<file path="config.mk">
export PLATFORM = sky130hd
export DESIGN_NAME = draw_block
export DESIGN_NICKNAME = d
export VERILOG_FILES = /design/src/rtl/draw_block.sv
export SDC_FILE = /design/constraint.sdc
export NUM_CORES = 1
export LEC_CHECK = 0
export BUFFER_PORTS_ARGS = -buffer_cell sky130_fd_sc_hd__buf_2
export CORE_MARGIN = 2
export CORE_UTILIZATION = 34
export CTS_BUF_LIST = sky130_fd_sc_hd__clkbuf_16
export CTS_CLUSTER_DIAMETER = 80
export CTS_CLUSTER_SIZE = 30
export DETAILED_ROUTE_END_ITERATION = 6
export PLACE_DENSITY = 0.61
export SYNTH_ARGS = -nofsm -noshare
export SYNTH_HDL_FRONTEND = slang
export SYNTH_SLANG_ARGS = --single-unit
</file>
<file path="constraint.sdc">
create_clock -name clock -period 6.4 [get_ports clock]
set_input_delay 1.28 -clock clock [delete_from_list [all_inputs] [get_ports clock]]
set_output_delay 1.28 -clock clock [all_outputs]
set_load 0.05 [all_outputs]
</file>
<file path="src/rtl/draw_block.sv">
// Obstacle renderer: on each frame_tick, erases the previous block and draws the new one,
// one pixel per cycle with off-screen clipping. Optional macro: DRAW_SKIP_UNCHANGED_EN.
module draw_block #(
    parameter int unsigned BLOCK_W   = 8,
    parameter int unsigned BLOCK_H   = 8,
    parameter logic [2:0]  FG_COLOUR = 3'b100,
    parameter logic [2:0]  BG_COLOUR = 3'b000
) (
    input  logic       clock,
    input  logic       reset_n,
    input  logic       frame_tick,
    input  logic [7:0] block_x,
    input  logic [6:0] block_y,
    output logic [7:0] vga_x,
    output logic [6:0] vga_y,
    output logic [2:0] vga_colour,
    output logic       vga_plot,
    output logic       busy,
    output logic       done
);

    localparam logic [3:0] LAST_PX  = 4'(BLOCK_W - 1);
    localparam logic [3:0] LAST_PY  = 4'(BLOCK_H - 1);
    localparam logic [8:0] SCREEN_W = 9'd160;
    localparam logic [7:0] SCREEN_H = 8'd120;

    typedef enum logic [1:0] {StIdle, StErase, StDraw, StDone} state_t;

    state_t     state;
    logic [3:0] px, py;
    logic [7:0] old_x, new_x;
    logic [6:0] old_y, new_y;
    logic       old_valid;

    logic       last_pix;
    logic [3:0] px_next, py_next;
    logic [7:0] tgt_bx;
    logic [6:0] tgt_by;
    logic [3:0] tgt_px, tgt_py;
    logic [2:0] tgt_colour;
    logic [8:0] sum_x;
    logic [7:0] sum_y;
    logic       on_screen;
    logic       skip;

`ifdef DRAW_SKIP_UNCHANGED_EN
    assign skip = old_valid && (block_x == old_x) && (block_y == old_y);
`else
    assign skip = 1'b0;
`endif

    always_comb begin
        last_pix = (px == LAST_PX) && (py == LAST_PY);
        px_next  = (px == LAST_PX) ? 4'd0 : px + 4'd1;
        py_next  = (px == LAST_PX) ? py + 4'd1 : py;
    end

    // Select the pixel the outputs will present in the next cycle.
    always_comb begin
        tgt_bx     = new_x;
        tgt_by     = new_y;
        tgt_px     = px_next;
        tgt_py     = py_next;
        tgt_colour = FG_COLOUR;
        unique case (state)
            StIdle: begin
                tgt_px = 4'd0;
                tgt_py = 4'd0;
                if (old_valid) begin
                    tgt_bx     = old_x;
                    tgt_by     = old_y;
                    tgt_colour = BG_COLOUR;
                end else begin
                    tgt_bx = block_x;
                    tgt_by = block_y;
                end
            end
            StErase: begin
                if (last_pix) begin
                    tgt_px = 4'd0;
                    tgt_py = 4'd0;
                end else begin
                    tgt_bx     = old_x;
                    tgt_by     = old_y;
                    tgt_colour = BG_COLOUR;
                end
            end
            StDraw: begin
                tgt_colour = FG_COLOUR;
            end
            StDone: begin
                tgt_colour = FG_COLOUR;
            end
            default: begin
                tgt_colour = FG_COLOUR;
            end
        endcase
        // Widened sums so that off-screen pixels are clipped instead of wrapping.
        sum_x     = {1'b0, tgt_bx} + 9'(tgt_px);
        sum_y     = {1'b0, tgt_by} + 8'(tgt_py);
        on_screen = (sum_x < SCREEN_W) && (sum_y < SCREEN_H);
    end

    always_ff @(posedge clock) begin
        if (!reset_n) begin
            state      <= StIdle;
            px         <= 4'd0;
            py         <= 4'd0;
            old_x      <= 8'd0;
            old_y      <= 7'd0;
            new_x      <= 8'd0;
            new_y      <= 7'd0;
            old_valid  <= 1'b0;
            vga_x      <= 8'd0;
            vga_y      <= 7'd0;
            vga_colour <= BG_COLOUR;
            vga_plot   <= 1'b0;
            busy       <= 1'b0;
            done       <= 1'b0;
        end else begin
            done <= 1'b0;
            case (state)
                StIdle: begin
                    vga_plot <= 1'b0;
                    if (frame_tick) begin
                        new_x <= block_x;
                        new_y <= block_y;
                        px    <= 4'd0;
                        py    <= 4'd0;
                        busy  <= 1'b1;
                        if (skip) begin
                            state <= StDone;
                            done  <= 1'b1;
                        end else begin
                            state      <= old_valid ? StErase : StDraw;
                            vga_x      <= sum_x[7:0];
                            vga_y      <= sum_y[6:0];
                            vga_colour <= tgt_colour;
                            vga_plot   <= on_screen;
                        end
                    end
                end
                StErase: begin
                    px         <= tgt_px;
                    py         <= tgt_py;
                    vga_x      <= sum_x[7:0];
                    vga_y      <= sum_y[6:0];
                    vga_colour <= tgt_colour;
                    vga_plot   <= on_screen;
                    if (last_pix) begin
                        state <= StDraw;
                    end
                end
                StDraw: begin
                    if (last_pix) begin
                        state    <= StDone;
                        done     <= 1'b1;
                        vga_plot <= 1'b0;
                        px       <= 4'd0;
                        py       <= 4'd0;
                    end else begin
                        px         <= tgt_px;
                        py         <= tgt_py;
                        vga_x      <= sum_x[7:0];
                        vga_y      <= sum_y[6:0];
                        vga_colour <= tgt_colour;
                        vga_plot   <= on_screen;
                    end
                end
                StDone: begin
                    old_x     <= new_x;
                    old_y     <= new_y;
                    old_valid <= 1'b1;
                    vga_plot  <= 1'b0;
                    busy      <= 1'b0;
                    state     <= StIdle;
                end
                default: begin
                    state    <= StIdle;
                    vga_plot <= 1'b0;
                    busy     <= 1'b0;
                end
            endcase
        end
    end

endmodule

</file>
==> results.json, run 1 <==
{
  "placeable_area_um2": 9240,
  "hp-class": "flip-flop to flip-flop",
  "yosys_register_bits": 60,
  "worst_hold_margin_ns": 0.4589,
  "placement.setup.worst_slack_ns": 2.970,
  "via_count": 2755,
  "predominant_post_synthesis_flop_cell": "dfxtp_1",
  "regArea_um2": 1201,
  "leakagePower_nw": 1.686,
  "cp.required_ns": 6.64,
  "status": "finished clean",
  "yosys_warnings": 0,
  "insertion_delay_ns": 0.33,
  "rows": 35,
  "setup-tns-final_ns": 0,
  "cts-root-buf": "clkbuf_16",
  "finalMaxSlewViolations": 0,
  "num_antenna_cells": 0,
  "p_seq_share_pct": 26.9,
  "report.final.hold_viol_count": 0,
  "setup-violations-final": 0,
  "cts_tree": "built",
  "fmaxAchievable_mhz": 290.0,
  "cts.clk_slew.worst_paths_ns": 0.05,
  "power_density_nw_per_um2": 472.3,
  "tightestPinTransition_ns": 1.047,
  "finalCritPeriodShare_pct": 53.87,
  "syn_inst": 386,
  "final_critical_path_setup_slack_ns": 2.952,
  "instance_area_at_placement_um2": 3517,
  "synth-edff-count": 0,
  "post_cts_repair_setup_buffers": 0,
  "p_comb_share_pct": 45.4,
  "asyncSetResetFlopFracSynth_pct": 0,
  "crit_path_top_delay_cell": "nor2_1",
  "timing.clock.skew_ns": 0.008781,
  "cellInternalPower_mw": 1.028,
  "post_route_cells_drive_above_1_share_pct": 13.54,
  "multi_input_comb_area_um2": 1899,
  "io_buffers": 36,
  "cts_hold_buf": 0,
  "final_nets": 451,
  "share_clk_of_total_power_pct": 27.8,
  "number_of_global_route_vias_before_repair": 2616,
  "yosysSeqAreaShare_pct": 37.17,
  "floorplan.io_pins": 39,
  "grt.overflow.total": 0,
  "netSwitchingPower_mw": 0.7782,
  "max-cap-violations": 0,
  "cts_resized": 0,
  "die_h_um": 101.5,
  "clock_tree.buffer_depth": 2,
  "crit_path_max_fanout": 14,
  "rsz0062_at_grt": "no",
  "place_hpwl_mm": 5.553,
  "first_pass_iters": 6,
  "critPathArrivalTime_ns": 3.69,
  "viasPerCell": 5.009,
  "startpoint_type_of_the_worst_setup_path": "flip-flop",
  "cts_htree_levels": 3,
  "ys_types": 44,
  "worst_slew_margin_rel_pct": 30.21,
  "timing.final.crit_period_ns": 3.448,
  "postSynthAreaPerCell_um2": 8.373,
  "ir_drop_uv": 200.8,
  "dpl_cells": 534,
  "crit_path_cell_trace": "inv_1 -> ha_1 -> inv_1 -> nor2_1 -> nand2_1 -> nand3_1 -> ha_1 -> a21o_1 -> a21o_1 -> a21oi_1 -> nor2_2 -> o21bai_1 -> mux2i_1 -> nor4_1",
  "timing.critical_path.to_type": "flip-flop",
  "layout.cell_area.non_filler_um2": 3824,
  "grt_use_total_pct": 16.49,
  "wl_per_cell_um": 14.20,
  "die_x_um": 101.5,
  "layout.filler_cells": 947,
  "design.die.area_um2": 10300,
  "grt_max_degree": 64,
  "cts_inserted_buffers": 9,
  "grt_first_pass_wirelength_mm": 13.15,
  "layout-area-overhead-vs-synth_pct": 18.31,
  "layoutNonFillerInstCount": 550,
  "drt_iter0_drc": 182,
  "netlist_area_um2": 3232,
  "drt_drc_violations_left": 0,
  "clock_sinks": 60,
  "globalplace.congestion": 0.8781,
  "path_class": "flip-flop to flip-flop",
  "swShare_pct": 43.09,
  "starting_density_of_the_core_pct": 34.98,
  "drt.antenna.violating_nets": 0,
  "wirelength_mm": 7.808,
  "antenna_found_initial": 0,
  "crit_path_max_incr_delay_ns": 0.74
}
==> critical path: cells and delay by family (launching register included) <==
| family | cells | cell delay (ns) |
|---|---|---|
| buf+inv | 2 | 0.26 |
| flops | 1 | 0.34 |
| mux | 1 | 0.08 |
| simple gates | 5 | 1.38 |
| compound gates | 4 | 0.73 |
| fa+ha+maj | 2 | 0.57 |
==> layout by cell type, fill, tap and decap left out, types with 2 or more instances in the layout <==
cell       Yosys  final
a21boi_0      21     21
clkinv_2       0      2
conb_1         1      2
and3_1         2      2
buf_2          0     36
nor4_1         2      2
buf_4          2      4
a22oi_1       16     16
clkbuf_16      0      9
nand2_1       83     83
clkinv_1       0      3
ha_1          15     15
dfxtp_1       60     60
and2_1         4      4
a21oi_1       10     10
fa_1           2      2
nor2b_1       25     25
xor2_1         5      5
nand2b_1       3      3
inv_1         12     12
mux2i_1       17     17
nand3_1       10     10
nor2_1        16     16
o211a_1        5      5
o21ai_0       11     11
o21a_1         2      2
a21o_1        10     10
a222oi_1       3      3
a22o_1         3      3
xnor2_1        9      9
bufinv_16      0      2
==> path summary, 6_finish.rpt <==
| check | startpoint | to | cells after the start | slack [ns] |
|---|---|---|---|---|
| setup / recovery | state[0] | vga_plot | 14 | 2.95 |
| hold / removal | vga_y[3] | vga_y[3] | 2 | 0.46 |
| setup reg to reg | state[0] | vga_plot | 14 | 2.95 |
| hold reg to reg | vga_y[3] | vga_y[3] | 2 | 0.46 |
==> synthesized netlist by cell type (2+ instances only) <==
cell      instances  share of area, %
a22oi_1          16               3.7
nand2_1          83               9.6
o21ai_0          11               1.7
clkbuf_1         20               2.3
a21oi_1          10               1.5
a21o_1           10               2.3
a21boi_0         21               4.9
nand3_1          10               1.5
and2_1            4              0.77
xnor2_1           9               2.4
inv_1            12               1.4
a222oi_1          3              0.93
ha_1             15               5.8
a22o_1            3              0.81
and3_1            2              0.39
nor2_1           16               1.9
nand2b_1          3              0.58
nor2b_1          25               4.8
nor4_1            2              0.39
dfxtp_1          60                37
xor2_1            5               1.4
buf_4             2              0.46
o21a_1            2              0.46
o211a_1           5               1.5
mux2i_1          17               5.3
fa_1              2               1.2
==> power groups by stage <==
stage / Combinational (mW) / Sequential [mW] / Clock, mW
after CTS: 0.823 / 0.486 / 0.510
after global placement: 0.806 / 0.491 / 0
after floorplan: 0.462 / 0.629 / 0
after detailed placement: 0.819 / 0.494 / 0
final: 0.819 / 0.485 / 0.502
after global routing: 0.904 / 0.495 / 0.528
==> final cells by class <==
class	instances	area share, %
inverter	12	1.178
multi-input combinational	293	49.67
sequential	60	31.41
clock buffer	9	5.890
timing repair buffer	40	5.497
tap	129	4.221
clock inverter	7	2.127
==> cells by family after synthesis <==
kind of cell	count (synthesis)	synth area share, %
buffers and inverters	34	4.181
flip-flops	60	37.17
adder cells (fa/ha/maj)	17	7.046
AO/OA/AOI/OAI	87	19.28
multiplexers	18	5.614
other	1	0.1160
AND/OR/NAND/NOR	155	22.80
XOR/XNOR	14	3.794
==> metal layers <==
layer,vias to the layer above,routed length (um),track usage [%]
met5,-,0,0
met3,15,404,4.210
li1,1380,-,-
met2,79,3496,25.37
met1,1281,3764,22.11
met4,0,143,6.653
==> flip-flops by register name, indices dropped and copies added (netlist names) <==
signal      cells
new_x           8
old_x           8
vga_x           8
new_y           7
old_y           7
vga_y           7
px              4
py              4
state           2
busy            1
done            1
old_valid       1
vga_colour      1
vga_plot        1
==> metrics by stage <==
stage | util [%] | power, mW
floorplan | - | 1.091
global placement | 38.06 | 1.297
detailed placement | 38.06 | 1.313
CTS | 41.38 | 1.819
global route | 41.38 | 1.927
finish | 41.38 | 1.806
No activity file was read; power rests on OpenSTA's default activity.
==> run 2, diff against run 1 <==
--- a/config.mk
+++ b/config.mk
@@ -5,6 +5,7 @@
 export SDC_FILE = /design/constraint.sdc
 export NUM_CORES = 1
 export LEC_CHECK = 0
+export ABC_AREA = 1
 export BUFFER_PORTS_ARGS = -buffer_cell sky130_fd_sc_hd__buf_2
 export CORE_MARGIN = 2
 export CORE_UTILIZATION = 34
==> constraint.sdc (replaced) <==
create_clock -name clock -period 3.4 [get_ports clock]
set_input_delay 0.68 -clock clock [delete_from_list [all_inputs] [get_ports clock]]
set_output_delay 0.68 -clock clock [all_outputs]
set_load 0.05 [all_outputs]
==> run 2 against run 1 <==
Effect of this change: routed wire length is 0.38% lower; non-clock buffer count stayed put; register-to-register slack worse by 2.6 ns; sequential power is 110% higher; sequential cell count stayed put; utilization is 0.62 points lower; global-route usage is 0.12 points lower; die area is 1.7% lower; critical path type unchanged.
==> results.json, run 2 <==
{
  "status": "finished clean",
  "grt_max_degree": 47,
  "crit_end": "vga_plot",
  "grt.overflow.total": 0,
  "cts.clk_slew.worst_paths_ns": 0.05,
  "p_seq_share_pct": 27.2,
  "cts-root-buf": "clkbuf_16",
  "largest_registers": "new_x: 8 flops, old_x: 8 flops, vga_x: 8 flops",
  "floorplan.io_pins": 39,
  "cts_resized": 0,
  "startpoint_type_of_the_worst_setup_path": "flip-flop",
  "worstRegToRegCells": 20,
  "drt.antenna.violating_nets": 0,
  "final_cell_mix": "nand2_1 (77), nor2_1 (71), dfxtp_1 (60), o21ai_0 (50), buf_2 (36)",
  "ys_types": 37,
  "timing.rr.end": "vga_plot",
  "syn_inst": 437,
  "globalplace.congestion": 0.8009,
  "post_synth_main_area_contributors": "dfxtp_1 (38%), nand2_1 (9.1%), nor2_1 (8.4%)",
  "synth.most_common_cell": "nand2_1",
  "asyncSetResetFlopFracSynth_pct": 0,
  "grt_first_pass_wirelength_mm": 12.95,
  "finalMaxSlewViolations": 0,
  "post_route_cells_drive_above_1_share_pct": 16.88,
  "reg2reg_setup_slack_ns": 0.38,
  "share_clk_of_total_power_pct": 25.6,
  "crit_path_max_fanout": 15,
  "die_h_um": 100.6,
  "number_of_global_route_vias_before_repair": 2733,
  "hp-class": "flip-flop to flip-flop",
  "finalCritPeriodShare_pct": 88.92,
  "post_synth_most_frequent_cells": "nand2_1 (77), nor2_1 (71), dfxtp_1 (60), o21ai_0 (50)",
  "drt_iter0_drc": 103,
  "netSwitchingPower_mw": 1.668,
  "layout.cells.most_common": "nand2_1",
  "final_core_util_pct": 40.77,
  "report.final.hold_viol_count": 0,
  "wirelength_mm": 7.778,
  "first_pass_iters": 4,
  "predominant_post_synthesis_flop_cell": "dfxtp_1",
  "yosysSeqAreaShare_pct": 37.84,
  "die_x_um": 100.6,
  "design.die.area_um2": 10130,
  "postSynthAreaPerCell_um2": 7.264,
  "cts_inserted_buffers": 9,
  "setup-violations-final": 0,
  "critical_path.startpoint": "px[0]",
  "clock_tree.buffer_depth": 2,
  "max-cap-violations": 0,
  "antenna_found_initial": 0,
  "rsz0062_at_grt": "no",
  "multi_input_comb_area_um2": 1740,
  "setup-tns-final_ns": 0,
  "synth_top_cell_area_share_pct": 37.84,
  "place_hpwl_mm": 5.565,
  "cts_tree": "built",
  "swShare_pct": 45.47,
  "synth-edff-count": 0,
  "timing.critical_path.to_type": "flip-flop",
  "yosys_register_bits": 60,
  "yosys_warnings": 0,
  "ir_drop_uv": 335.9,
  "wl_per_cell_um": 13.30,
  "netlist_area_um2": 3174,
  "drt_drc_violations_left": 0,
  "cp.required_ns": 3.63,
  "tightestPinTransition_ns": 0.7229,
  "final_nets": 505,
  "num_antenna_cells": 0,
  "placeable_area_um2": 9153,
  "p_comb_share_pct": 47.2,
  "path_class": "flip-flop to flip-flop",
  "rows": 35,
  "yosys.area.top_type": "dfxtp_1",
  "fmaxAchievable_mhz": 330.8,
  "insertion_delay_ns": 0.33,
  "viasPerCell": 4.909,
  "via_count": 2872,
  "io_buffers": 36,
  "critPathArrivalTime_ns": 3.25,
  "timing.final.crit_period_ns": 3.023,
  "worst_slew_margin_rel_pct": 51.80,
  "power_density_nw_per_um2": 983.2,
  "cts_htree_levels": 3,
  "timing.clock.skew_ns": 0.006973,
  "fin_total_pwr_mw": 3.668,
  "worst_r2r_startpoint": "px[0]",
  "grt_use_total_pct": 16.37,
  "layout-area-overhead-vs-synth_pct": 17.54,
  "cts_hold_buf": 0,
  "clock_sinks": 60,
  "cellInternalPower_mw": 2.000,
  "leakagePower_nw": 1.760,
  "post_cts_repair_setup_buffers": 0,
  "starting_density_of_the_core_pct": 34.68,
  "layout.filler_cells": 919,
  "regArea_um2": 1201
}
[run 2: layer usage]
layer | wire length (um) | up-vias | GRT usage (%)
met5 | 0 | - | 0
met4 | 102 | 0 | 6.744
met3 | 283 | 9 | 3.467
met2 | 3404 | 43 | 25.28
met1 | 3988 | 1326 | 22.17
li1 | - | 1494 | -
[run 2: kinds of logic after synthesis]
family | Yosys count | share of synthesized area, %
xor gates and xnor gates | 8 | 2.207
other | 1 | 0.1181
AOI/OAI and AO/OA | 100 | 17.07
and+or+nand+nor | 196 | 28.14
adders and majority gates | 17 | 7.174
DFF | 60 | 37.84
buffers and inverters | 55 | 7.449
[run 2: metrics by stage]
| stage | std cells | area [um^2] | hold slack (ns) | setup WS [ns] |
|---|---|---|---|---|
| after floorplan | 438 | 3178 | 0.4441 | 0.7443 |
| final | 585 | 3731 | 0.4731 | 0.3766 |
| after global routing | 585 | 3731 | 0.5008 | 0.1423 |
| after detailed placement | 570 | 3426 | 0.4656 | 0.4167 |
| after global placement | 570 | 3426 | 0.4560 | 0.4768 |
| after CTS | 585 | 3731 | 0.4738 | 0.3907 |
[run 2: power groups by stage]
stage | Clock, mW | Sequential (mW) | Combinational (mW)
floorplan | 0 | 1.32 | 1.04
global placement | 0 | 1.01 | 1.71
detailed placement | 0 | 1.01 | 1.73
CTS | 0.954 | 0.998 | 1.73
global route | 0.998 | 1.02 | 1.91
finish | 0.939 | 0.997 | 1.73
[run 2: cell type report]
| class | instances | share of cell area (%) |
|---|---|---|
| inverter | 36 | 3.622 |
| multi-input combinational | 323 | 46.65 |
| tap | 111 | 3.722 |
| timing repair buffer | 40 | 5.634 |
| clock buffer | 9 | 6.036 |
| clock inverter | 6 | 2.146 |
| sequential | 60 | 32.19 |
[run 2: worst min-delay path by stage]
stage	slack (ns)	startpoint	endpoint	cells after the start
final	0.47	new_x[5]	new_x[5]	2
after global routing	0.50	vga_y[1]	vga_y[1]	2
after CTS	0.47	new_x[5]	new_x[5]	2
after detailed placement	0.47	new_x[5]	new_x[5]	2
after global placement	0.46	new_y[5]	new_y[5]	2
after floorplan	0.44	new_x[5]	new_x[5]	2
[run 2: critical path, stage by stage, from the launching register on]
cell and delay (ns):
dfxtp_1 0.38, ha_1 0.21, nand2_2 0.09, nor2_4 0.18, nand3_2 0.15, nand2_4 0.22, nand2_1 0.08, nand2_1 0.10
ha_1 0.17, inv_1 0.06, fa_1 0.40, nand3b_1 0.18, and2_1 0.19, inv_1 0.11, nand3_1 0.09, nand2_1 0.07
nand2_1 0.07, nand2_1 0.06, nand2_1 0.05, inv_1 0.05, nor2_1 0.03
==> run 3, diff against run 2 <==
==> constraint.sdc (replaced) <==
create_clock -name clock -period 3.4 [get_ports clock]
set_input_delay 0.17 -clock clock [delete_from_list [all_inputs] [get_ports clock]]
set_output_delay 0.17 -clock clock [all_outputs]
set_load 0.05 [all_outputs]
==> run 3 against run 2 <==
Effect of this change: critical path type unchanged; highest routed layer unchanged; sequential share of layout area shrank 0.097 points; hold slack lost 0.35 ns; maximum frequency grew 0.31%; largest cell class unchanged.
==> results.json, run 3 (same netlist as run 2, synthesis figures left out) <==
{
  "finalMaxSlewViolations": 0,
  "dpl_cells": 568,
  "post_route_cells_drive_above_1_share_pct": 16.49,
  "clock_tree.buffer_depth": 2,
  "status": "finished clean",
  "timing.critical_path.to_type": "flip-flop",
  "leakagePower_nw": 1.770,
  "design.die.area_um2": 10130,
  "placeable_area_um2": 9153,
  "die_h_um": 100.6,
  "cts_resized": 0,
  "cts_inserted_buffers": 9,
  "max-cap-violations": 0,
  "netSwitchingPower_mw": 1.655,
  "swShare_pct": 44.45,
  "grt.overflow.total": 0,
  "met2WireLength_mm": 3.387,
  "rows": 35,
  "timing.final.crit_period_ns": 3.014,
  "metal3_wl_um": 463,
  "cts_htree_levels": 3,
  "startpoint_type_of_the_worst_setup_path": "flip-flop",
  "grt_max_degree": 48,
  "io_buffers": 36,
  "insertion_delay_ns": 0.33,
  "globalplace.congestion": 0.7996,
  "cp.required_ns": 3.63,
  "grt_use_total_pct": 16.31,
  "cts_hold_buf": 0,
  "fin_total_pwr_mw": 3.724,
  "via_count": 2813,
  "ir_drop_uv": 317.4,
  "layoutNonFillerInstCount": 584,
  "report.final.hold_viol_count": 0,
  "drt_drc_violations_left": 0,
  "crit_path_max_fanout": 15,
  "p_seq_share_pct": 26.8,
  "critPathArrivalTime_ns": 3.24,
  "p_comb_share_pct": 46.1,
  "layout-area-overhead-vs-synth_pct": 17.90,
  "setup-violations-final": 0,
  "rsz0062_at_grt": "no",
  "setup-tns-final_ns": 0,
  "place_hpwl_mm": 5.522,
  "final_nets": 503,
  "num_antenna_cells": 0,
  "number_of_global_route_vias_before_repair": 2670,
  "path_class": "flip-flop to flip-flop",
  "die_x_um": 100.6,
  "grt_first_pass_wirelength_mm": 12.82,
  "final_cell_mix": "nand2_1 (77), nor2_1 (71), dfxtp_1 (60), o21ai_0 (50), buf_2 (36)",
  "starting_density_of_the_core_pct": 34.68,
  "drt.antenna.violating_nets": 0,
  "fmaxAchievable_mhz": 331.8,
  "power_density_nw_per_um2": 995.1,
  "clock_sinks": 60,
  "top_layer": "met4",
  "cts.clk_slew.worst_paths_ns": 0.05,
  "layout.cells.most_common": "nand2_1",
  "final_core_util_pct": 40.89,
  "largest_registers": "new_x: 8 flops, old_x: 8 flops, vga_x: 8 flops",
  "post_cts_repair_setup_buffers": 0,
  "wl_met1_mm": 3.718,
  "wl_per_cell_um": 13.11,
  "cts_tree": "built",
  "worst_slew_margin_rel_pct": 49.50,
  "hp-class": "input port to flip-flop",
  "timing.clock.skew_ns": 0.007907,
  "finalCritPeriodShare_pct": 88.65,
  "viasPerCell": 4.817,
  "share_clk_of_total_power_pct": 27.1,
  "drt_iter0_drc": 85,
  "cts-root-buf": "clkbuf_16",
  "first_pass_iters": 4,
  "antenna_found_initial": 0,
  "cellInternalPower_mw": 2.069,
  "tightestPinTransition_ns": 0.7575,
  "floorplan.io_pins": 39,
  "wirelength_mm": 7.654
}
==> run 3: changes by cell type in the layout (fill, tap and decap cells not counted) <==
cell	previous run	this run
inv_1	34	35
bufinv_16	2	3
buf_4	4	2
clkinvlp_4	1	0
==> run 3: path summary, 6_finish.rpt <==
check	startpoint	to	slack (ns)	cells past startpoint
setup / recovery	px[0]	vga_plot	0.39	20
hold / removal	block_x[4]	new_x[4]	0.13	3
setup reg to reg	px[0]	vga_plot	0.39	20
hold reg to reg	new_x[5]	new_x[5]	0.47	2
==> run 3: through the flow <==
step | hold slack [ns] | worst slack [ns] | instance area (um^2)
2_1_floorplan | 0.3367 | 0.7443 | 3178
3_3_place_gp | 0.4480 | 0.4785 | 3411
3_5_place_dp | 0.4582 | 0.4396 | 3411
4_1_cts | 0.1203 | 0.4135 | 3742
5_1_grt | 0.1477 | 0.09917 | 3742
6_report | 0.1257 | 0.3859 | 3742
==> run 3: final cells by class <==
type | count | area [um^2]
clock buffer | 9 | 225.2
multi-input combinational | 323 | 1740
timing repair buffer | 38 | 195.2
inverter | 36 | 135.1
clock inverter | 7 | 106.4
sequential | 60 | 1201
fill | 922 | 5410
tap | 111 | 138.9
==> run 3: power by group through the flow <==
stage               Clock [mW]  Combinational [mW]  Sequential, mW
CTS                       1.03                1.72           0.998
global placement             0                1.70            1.01
detailed placement           0                1.71            1.01
floorplan                    0                1.04            1.32
finish                    1.01                1.72           0.997
global route              1.08                1.92            1.02
==> run 3: routing by layer <==
layer / vias up / global-route usage, %
li1: 1493 / -
met1: 1248 / 22.31
met2: 63 / 24.82
met3: 9 / 4.300
met4: 0 / 5.690
met5: - / 0
==> run 3: worst max-delay path, stage by stage, from the launching register on <==
cell and delay [ns]:
dfxtp_1 0.39, ha_1 0.21, nand2_2 0.09, nor2_4 0.19
nand3_2 0.15, nand2_4 0.20, nand2_1 0.07, nand2_1 0.10
ha_1 0.18, inv_1 0.06, fa_1 0.40, nand3b_1 0.17
and2_1 0.19, inv_1 0.11, nand3_1 0.08, nand2_1 0.07
nand2_1 0.07, nand2_1 0.06, nand2_1 0.05, inv_1 0.05
nor2_1 0.03
